### src/rtl/imem_loader_pkg.sv
// Shared types and constants for the instruction-memory boot loader.
package imem_loader_pkg;

   typedef enum logic [2:0] {
      StIdle,
      StHdr0,
      StHdr1,
      StData,
      StWrite,
      StDone,
      StErr
   } state_e;

   localparam int unsigned DefaultDepth = 256;
   localparam int unsigned HdrWidth     = 16;

endpackage

### src/rtl/imem_loader_byte_packer.sv
// Assembles four stream bytes into a little-endian 32-bit word.
module imem_loader_byte_packer (
   input  logic        clk_i,
   input  logic        reset_ni,
   input  logic        clear_i,
   input  logic        push_i,
   input  logic [7:0]  byte_i,
   output logic [31:0] word_o,
   output logic        word_ready_o
);

   logic [31:0] word_d, word_q;
   logic [1:0]  count_d, count_q;

   always_comb begin
      word_d  = word_q;
      count_d = count_q;
      if (clear_i) begin
         word_d  = '0;
         count_d = '0;
      end else if (push_i) begin
         unique case (count_q)
            2'd0: word_d[7:0]   = byte_i;
            2'd1: word_d[15:8]  = byte_i;
            2'd2: word_d[23:16] = byte_i;
            2'd3: word_d[31:24] = byte_i;
            default: ;
         endcase
         count_d = count_q + 2'd1;
      end
   end

   // word_o includes the byte being pushed so the 4th byte can be captured on the same edge.
   assign word_o       = word_d;
   assign word_ready_o = push_i && !clear_i && (count_q == 2'd3);

   always_ff @(posedge clk_i) begin
      if (!reset_ni) begin
         word_q  <= '0;
         count_q <= '0;
      end else begin
         word_q  <= word_d;
         count_q <= count_d;
      end
   end

endmodule

### src/rtl/imem_loader.sv
// Boot loader: receives a length-prefixed byte image, writes it into instruction memory,
// and holds the CPU in reset until the image is complete.
module imem_loader
   import imem_loader_pkg::*;
#(
   parameter int unsigned Depth = DefaultDepth
) (
   input  logic        clk_i,
   input  logic        reset_ni,
   input  logic        start_i,
   input  logic        rx_valid_i,
   input  logic [7:0]  rx_data_i,
   output logic        rx_ready_o,
   output logic        imem_we_o,
   output logic [31:0] imem_addr_o,
   output logic [31:0] imem_wdata_o,
   output logic        cpu_hold_o,
   output logic        done_o,
   output logic        error_o,
   output logic [15:0] words_loaded_o
);

   state_e                state_q;
   logic [HdrWidth-1:0]   n_q;
   logic [15:0]           words_loaded_q;
   logic                  rx_ready_q, imem_we_q, cpu_hold_q, done_q, error_q;
   logic [31:0]           imem_addr_q, imem_wdata_q;

   logic                  xfer, start_ok, pk_push, pk_ready;
   logic [31:0]           pk_word;
   logic [HdrWidth-1:0]   hdr_n;
   logic [15:0]           wl_inc;

   assign xfer     = rx_valid_i && rx_ready_q;
   assign start_ok = start_i && (state_q == StIdle || state_q == StDone || state_q == StErr);
   assign pk_push  = xfer && (state_q == StData);
   assign hdr_n    = {rx_data_i, n_q[7:0]};
   assign wl_inc   = words_loaded_q + 16'd1;

   imem_loader_byte_packer u_packer (
      .clk_i       (clk_i),
      .reset_ni    (reset_ni),
      .clear_i     (start_ok),
      .push_i      (pk_push),
      .byte_i      (rx_data_i),
      .word_o      (pk_word),
      .word_ready_o(pk_ready)
   );

   always_ff @(posedge clk_i) begin
      if (!reset_ni) begin
         state_q        <= StIdle;
         n_q            <= '0;
         words_loaded_q <= '0;
         rx_ready_q     <= 1'b0;
         imem_we_q      <= 1'b0;
         imem_addr_q    <= '0;
         imem_wdata_q   <= '0;
         cpu_hold_q     <= 1'b1;
         done_q         <= 1'b0;
         error_q        <= 1'b0;
      end else begin
         unique case (state_q)
            StIdle, StDone, StErr: begin
               if (start_i) begin
                  state_q        <= StHdr0;
                  words_loaded_q <= '0;
                  rx_ready_q     <= 1'b1;
                  cpu_hold_q     <= 1'b1;
                  done_q         <= 1'b0;
                  error_q        <= 1'b0;
               end
            end
            StHdr0: begin
               if (xfer) begin
                  n_q[7:0] <= rx_data_i;
                  state_q  <= StHdr1;
               end
            end
            StHdr1: begin
               if (xfer) begin
                  n_q <= hdr_n;
                  if (hdr_n == '0) begin
                     state_q    <= StDone;
                     rx_ready_q <= 1'b0;
                     done_q     <= 1'b1;
                     cpu_hold_q <= 1'b0;
                  end else if (32'(hdr_n) > Depth) begin
                     state_q    <= StErr;
                     rx_ready_q <= 1'b0;
                     error_q    <= 1'b1;
                  end else begin
                     state_q <= StData;
                  end
               end
            end
            StData: begin
               if (pk_ready) begin
                  state_q      <= StWrite;
                  rx_ready_q   <= 1'b0;
                  imem_we_q    <= 1'b1;
                  imem_addr_q  <= {14'd0, words_loaded_q, 2'b00};
                  imem_wdata_q <= pk_word;
               end
            end
            StWrite: begin
               imem_we_q      <= 1'b0;
               words_loaded_q <= wl_inc;
               // Release the core only after the final write cycle has completed.
               if (wl_inc == n_q) begin
                  state_q    <= StDone;
                  done_q     <= 1'b1;
                  cpu_hold_q <= 1'b0;
               end else begin
                  state_q    <= StData;
                  rx_ready_q <= 1'b1;
               end
            end
            default: state_q <= StIdle;
         endcase
      end
   end

   assign rx_ready_o     = rx_ready_q;
   assign imem_we_o      = imem_we_q;
   assign imem_addr_o    = imem_addr_q;
   assign imem_wdata_o   = imem_wdata_q;
   assign cpu_hold_o     = cpu_hold_q;
   assign done_o         = done_q;
   assign error_o        = error_q;
   assign words_loaded_o = words_loaded_q;

endmodule

### config.mk
export PLATFORM = sky130hd
export DESIGN_NAME = imem_loader
export DESIGN_NICKNAME = d
export VERILOG_FILES = /design/src/rtl/imem_loader_pkg.sv /design/src/rtl/imem_loader_byte_packer.sv /design/src/rtl/imem_loader.sv
export SDC_FILE = /design/constraint.sdc
export NUM_CORES = 1
export LEC_CHECK = 0
export BUFFER_PORTS_ARGS = -buffer_cell sky130_fd_sc_hd__buf_4
export CAP_MARGIN = 20
export CORE_ASPECT_RATIO = 1.75
export CORE_MARGIN = 1
export CORE_UTILIZATION = 50
export CTS_CLUSTER_DIAMETER = 200
export CTS_CLUSTER_SIZE = 8
export DETAILED_ROUTE_END_ITERATION = 7
export PLACE_DENSITY = 0.76
export SYNTH_ARGS = -nofsm -noshare
export SYNTH_HDL_FRONTEND = slang
export SYNTH_SLANG_ARGS = --single-unit
export TNS_END_PERCENT = 10
### constraint.sdc
create_clock -name clk_i -period 2.1 [get_ports clk_i]
set_clock_uncertainty 0.05 [all_clocks]
set_input_delay 0.315 -clock clk_i [delete_from_list [all_inputs] [get_ports clk_i]]
set_output_delay 0.315 -clock clk_i [all_outputs]
set_load 0.03 [all_outputs]
After elaboration in Yosys (flattened, before gate mapping)
Cells that the tools add are included.
Storage, ports and cells
  memory bits (writable): 0
  flip-flop bits (word level): 122
  ROM bits: 0
  bits in latches: 0
  output and inout port bits: 85
  memories: 0
Cells by class
  divide/modulo/power cells: 0
  $add $sub $neg: 2
  shift operators: 0
  bitwise operators: 2
  muxes and demuxes: 40
  multiply operators: 0
  $lt $le $gt $ge: 1
  reduce and logical (&&, ||, !) cells: 27
  equal/unequal tests: 20
Operator list (number)
  two-way mux 32 bit: 2
  two-way mux 8 bit: 5
  case mux 16 bit (2 select lines): 1
  two-way mux 3 bit: 7
  inequality test 2 bit, second input constant: 9
  two-way mux 1 bit: 17
  adder 16 x 1 -> 16 bit, second input constant: 1
  == test 16 bit: 1
  > comparator 16 x 9 -> 1 bit, second input constant: 1
  zero test 16 bit: 1
  two-way mux 16 bit: 1
  case mux 8 bit (2 select lines): 1
  case mux 3 bit (5 select lines): 1
  AND reduction 5 bit: 2
  == test 3 bit, second input constant: 3
  AND reduction 2 bit: 4
  == test 3 x 2 -> 1 bit, second input constant: 2
  case mux 1 bit (3 select lines): 2
  AND reduction 6 bit: 1
  nonzero test 2 bit: 3
  logical AND 1 bit: 5
  == test 2 bit, second input constant: 2
  case mux 1 bit (2 select lines): 2
  case mux 1 bit (4 select lines): 1
  15 further kinds: 17

Logic depth before layout (Yosys ltp)
  word-level depth: 9
  gate-level depth with buffers: 9
  gate-level depth less buffers: 7

By module
A second synthesis with hierarchy kept.
Unflattened totals
  cell total of the unflattened synthesis: 760
  area total of the unflattened synthesis: 6259.8 um^2
Modules (own cells, without submodules)
  imem_loader: cells an instance 562, area each 4516.8 um^2, instances 1
  imem_loader_byte_packer: cells an instance 198, area each 1742.9 um^2, instances 1

Worst setup path before layout
OpenSTA, ideal clock, no wires.
  path kind: register to register
  from: register words_loaded_q[0], in the netlist words_loaded_o[0]
  to: register state_q[1]
  buffers on the path: 0
  slack: -0.304 ns
  period minus slack after synthesis: 2.404 ns
  setup time: 0.128 ns
  arrival time: 2.226 ns
  data required time: 1.922 ns
  cell stages (with the launch flop): 8
  path through: dfxtp_1 > ha_1 > nand3_4 > and2_1 > or4b_1 > a32oi_1 > o2111a_2 > a31oi_1
On the way
  longest elaborated chain between the ends: 4
Ends and longest elaborated chain
  from (decl): line imem_loader.sv:25  | logic [15:0] words_loaded_q;
  from (signal assigned): line imem_loader.sv:108  | words_loaded_q <= wl_inc;
  adder 16 x 1 -> 16 bit: line imem_loader.sv:38  | assign wl_inc = words_loaded_q + 16'd1;
  == test 16 bit: line imem_loader.sv:110  | if (wl_inc == n_q) begin
  two-way mux 3 bit: line imem_loader.sv:110
  case mux 3 bit (5 select lines): line imem_loader.sv:63  | unique case (state_q)
  to (signal assigned): line imem_loader.sv:66  | state_q <= StHdr0;
  to (signal assigned): line imem_loader.sv:111  | state_q <= StDone;
  to (signal assigned): line imem_loader.sv:115  | state_q <= StData;
  to (decl): line imem_loader.sv:23  | state_e state_q;
No other way between the ends.
A chain may end at the register's enable or synchronous reset.

Worst setup path in the final report
  from: register words_loaded_q[1], in the netlist words_loaded_o[1]
  to: register state_q[1]
The elaborated chain is that of the path after synthesis.

==> results.yml <==
place:
  place_inst: 852
  place.gp.congestion: 1.01
  placed_area_um2: 6360
  io_buffer_count: 80
  hpwlAfterDp_um: 11300
sta:
  timing.final.hold_violations: 0
  post-route-period-util: 0.988
  max_frequency_ghz: 0.482
  total_negative_slack_ns: 0
  slew_viol_final: 0
  report.final.setup_viol: 0
  whs_ns: 0.180
  post-route-min-period_ns: 2.07
  setup_repair_after_global_routing_missed_its_margin: "true"
finish:
  drive_gt1_frac: 0.285
  layout.filler_cells: 793
  most-common-layout-cells: "buf_4, dfxtp_1, nand2_1"
  final-instance-count-excl-fill: 886
  post_route_cell_area_um2: 7040
  layout.cells.most_common: "buf_4"
  areaGrowthSynthToFinish_pct: 33.5
  count_of_nets_after_finishing: 766
  diodes: 0
worst_setup_path:
  timing_worst_setup_path_type: "reg -> reg"
  cp-start-kind: "flop"
  timing.rr.start: "words_loaded_o[1]"
  critPathArrivalTime_ns: 2.31
  crit_path_end_kind: "flop"
  crit_path_max_fanout: 6
  critical_path.startpoint: "words_loaded_o[1]"
  critical_path_required_ns: 2.34
clock_tree:
  clockBufferDepth: 2
  insertion_delay_ns: 0.42
  h-tree-depth: 4
  clock_sinks: 114
  cts_root_buffer: "clkbuf_16"
  tritoncts.num_buffers: 17
  cts_tree: "yes"
  clkTransAtPathRegs_ns: 0.05
synthesis:
  synthesis.area_um2: 5270
  post-synth-top-area-cell: "dfxtp_1"
  synthFlopType: "dfxtp_1"
  synth_enable_flop_cells: 0
  synthCells: 626
  synth_sequential_area_ratio: 0.433
  synth_area_leaders: "dfxtp_1, mux2i_1, nand2_1"
  synth_async_sr_flop_share: 0
  synth_warnings: 0
  netlist-cell-type-count: 63
  post_synth.cell_area_avg_um2: 8.42
  synth_seq_cells: 114
  yosysTopAreaCellShare: 0.433
global_routing:
  antenna_found_initial: 0
  globalRouteTotalUtil: 0.302
  grt_pass1_wl_um: 24800
  globalRouteOverflowTotal: 0
  first_global_vias: 5041
  pin_count_of_the_biggest_net_entering_global_routing: 51
power:
  p_total_w: 0.00691
  cellPowerDensity_nw_per_um2: 981
  irDropWorstVdd_mv: 0.773
  power.static_leakage_nw: 3.03
detailed_routing:
  via_count: 5061
  wl_per_cell_um: 18.2
  detailedRoute.firstIterationViolations: 249
  drt_drc_violations_left: 0
  pre_repair_dr_iteration_count: 6
  drtAntennaViolNets: 0
  detailed_route_vias_per_instance: 5.71
  drt_wl_total_um: 16100
die:
  dieHeight_um: 138
  num_rows: 49
  design.core.area_um2: 10200
  die_w_um: 79.6
  die_footprint_um2: 11000
  initial_core_util: 0.515
  boundaryPins: 97
worst_hold_path:
  min_from: "rx_data_i[0]"
  holdCritPathClass: "in -> reg"
job:
  maxCapViolations: 0
run_status:
  run_status: "complete, no violations"
## worst max-delay path: stages, from the launching register on
cell and delay [ns]:
dfxtp_4 0.38, ha_4 0.16, nand3_4 0.11, and2_4 0.18, or4b_1 0.45, a32oi_1 0.21, o2111a_2 0.31, a31oi_1 0.09
## sequential cells by signal, indices dropped and copies added (netlist names)
name / cells
cpu_hold_o: 1
done_o: 1
error_o: 1
imem_addr_o: 16
imem_wdata_o: 32
imem_we_o: 1
n_q: 16
rx_ready_o: 1
state_q: 3
u_packer.count_q: 2
u_packer.word_q: 24
words_loaded_o: 16
## repair_timing
action / CTS / global route
setup buffers: 2 / 2
endpoints found under the hold margin: 0 / 0
hold buffers: 0 / 0
pin swaps: 2 / 8
setup endpoints to repair: 5 / 25
resized for setup: 4 / 11
## area by class of cell
cell class | count | area (um^2) | area share
sequential | 114 | 2310 | 0.328
tap | 127 | 159 | 0.0226
multi-input combinational | 454 | 2740 | 0.389
timing repair buffer | 150 | 1180 | 0.168
inverter | 11 | 41.3 | 0.00587
clock inverter | 9 | 128 | 0.0181
clock buffer | 21 | 482 | 0.0685
## cell usage after synthesis, types with 8 or more instances
cell / count
o31ai_1: 18
inv_1: 10
clkbuf_1: 28
nor2_1: 54
or3_1: 8
o21ai_0: 27
buf_2: 12
a21oi_1: 58
nand3_1: 28
buf_4: 16
nor3_1: 19
mux2i_1: 33
xnor2_1: 15
nand2_1: 88
dfxtp_1: 114
## layer usage
layer | routed length [um] | global-route usage | share of wire
met5 | 0 | 0 | 0
met4 | 649 | 0.187 | 0.040
met3 | 587 | 0.0623 | 0.036
met2 | 9050 | 0.574 | 0.56
met1 | 5820 | 0.288 | 0.36
## metrics by stage
stage	worst slack (ns)	util
final	0.0260	0.687
after detailed placement	-0.0343	0.621
after global placement	0.0389	0.621
after floorplan	-0.0105	-
after global routing	-0.0606	0.687
after CTS	0.00970	0.683
## power by group
group          switching (W)  internal [W]  leakage, nW
sequential         0.0000823       0.00223        0.927
combinational       0.000974      0.000646         1.80
clock               0.000996       0.00198        0.300
total                0.00205       0.00485         3.03
## path summary, 6_finish.rpt
kind                           end  slack [ns]  cells after the start
setup / recovery        state_q[1]        0.03                      7
hold / removal    imem_wdata_o[24]        0.18                      3
setup reg to reg        state_q[1]        0.03                      7
hold reg to reg    imem_addr_o[11]        0.40                      2
## cell families after synthesis
kind of cell,synth area share
AND/OR/NAND/NOR,0.216
AO/OA/AOI/OAI,0.167
flip-flops,0.433
buffers and inverters,0.0662
multiplexers,0.0627
XOR/XNOR,0.0396
adder cells (fa/ha/maj),0.0157
other,0.000711
(Power assumes the default switching activity.)
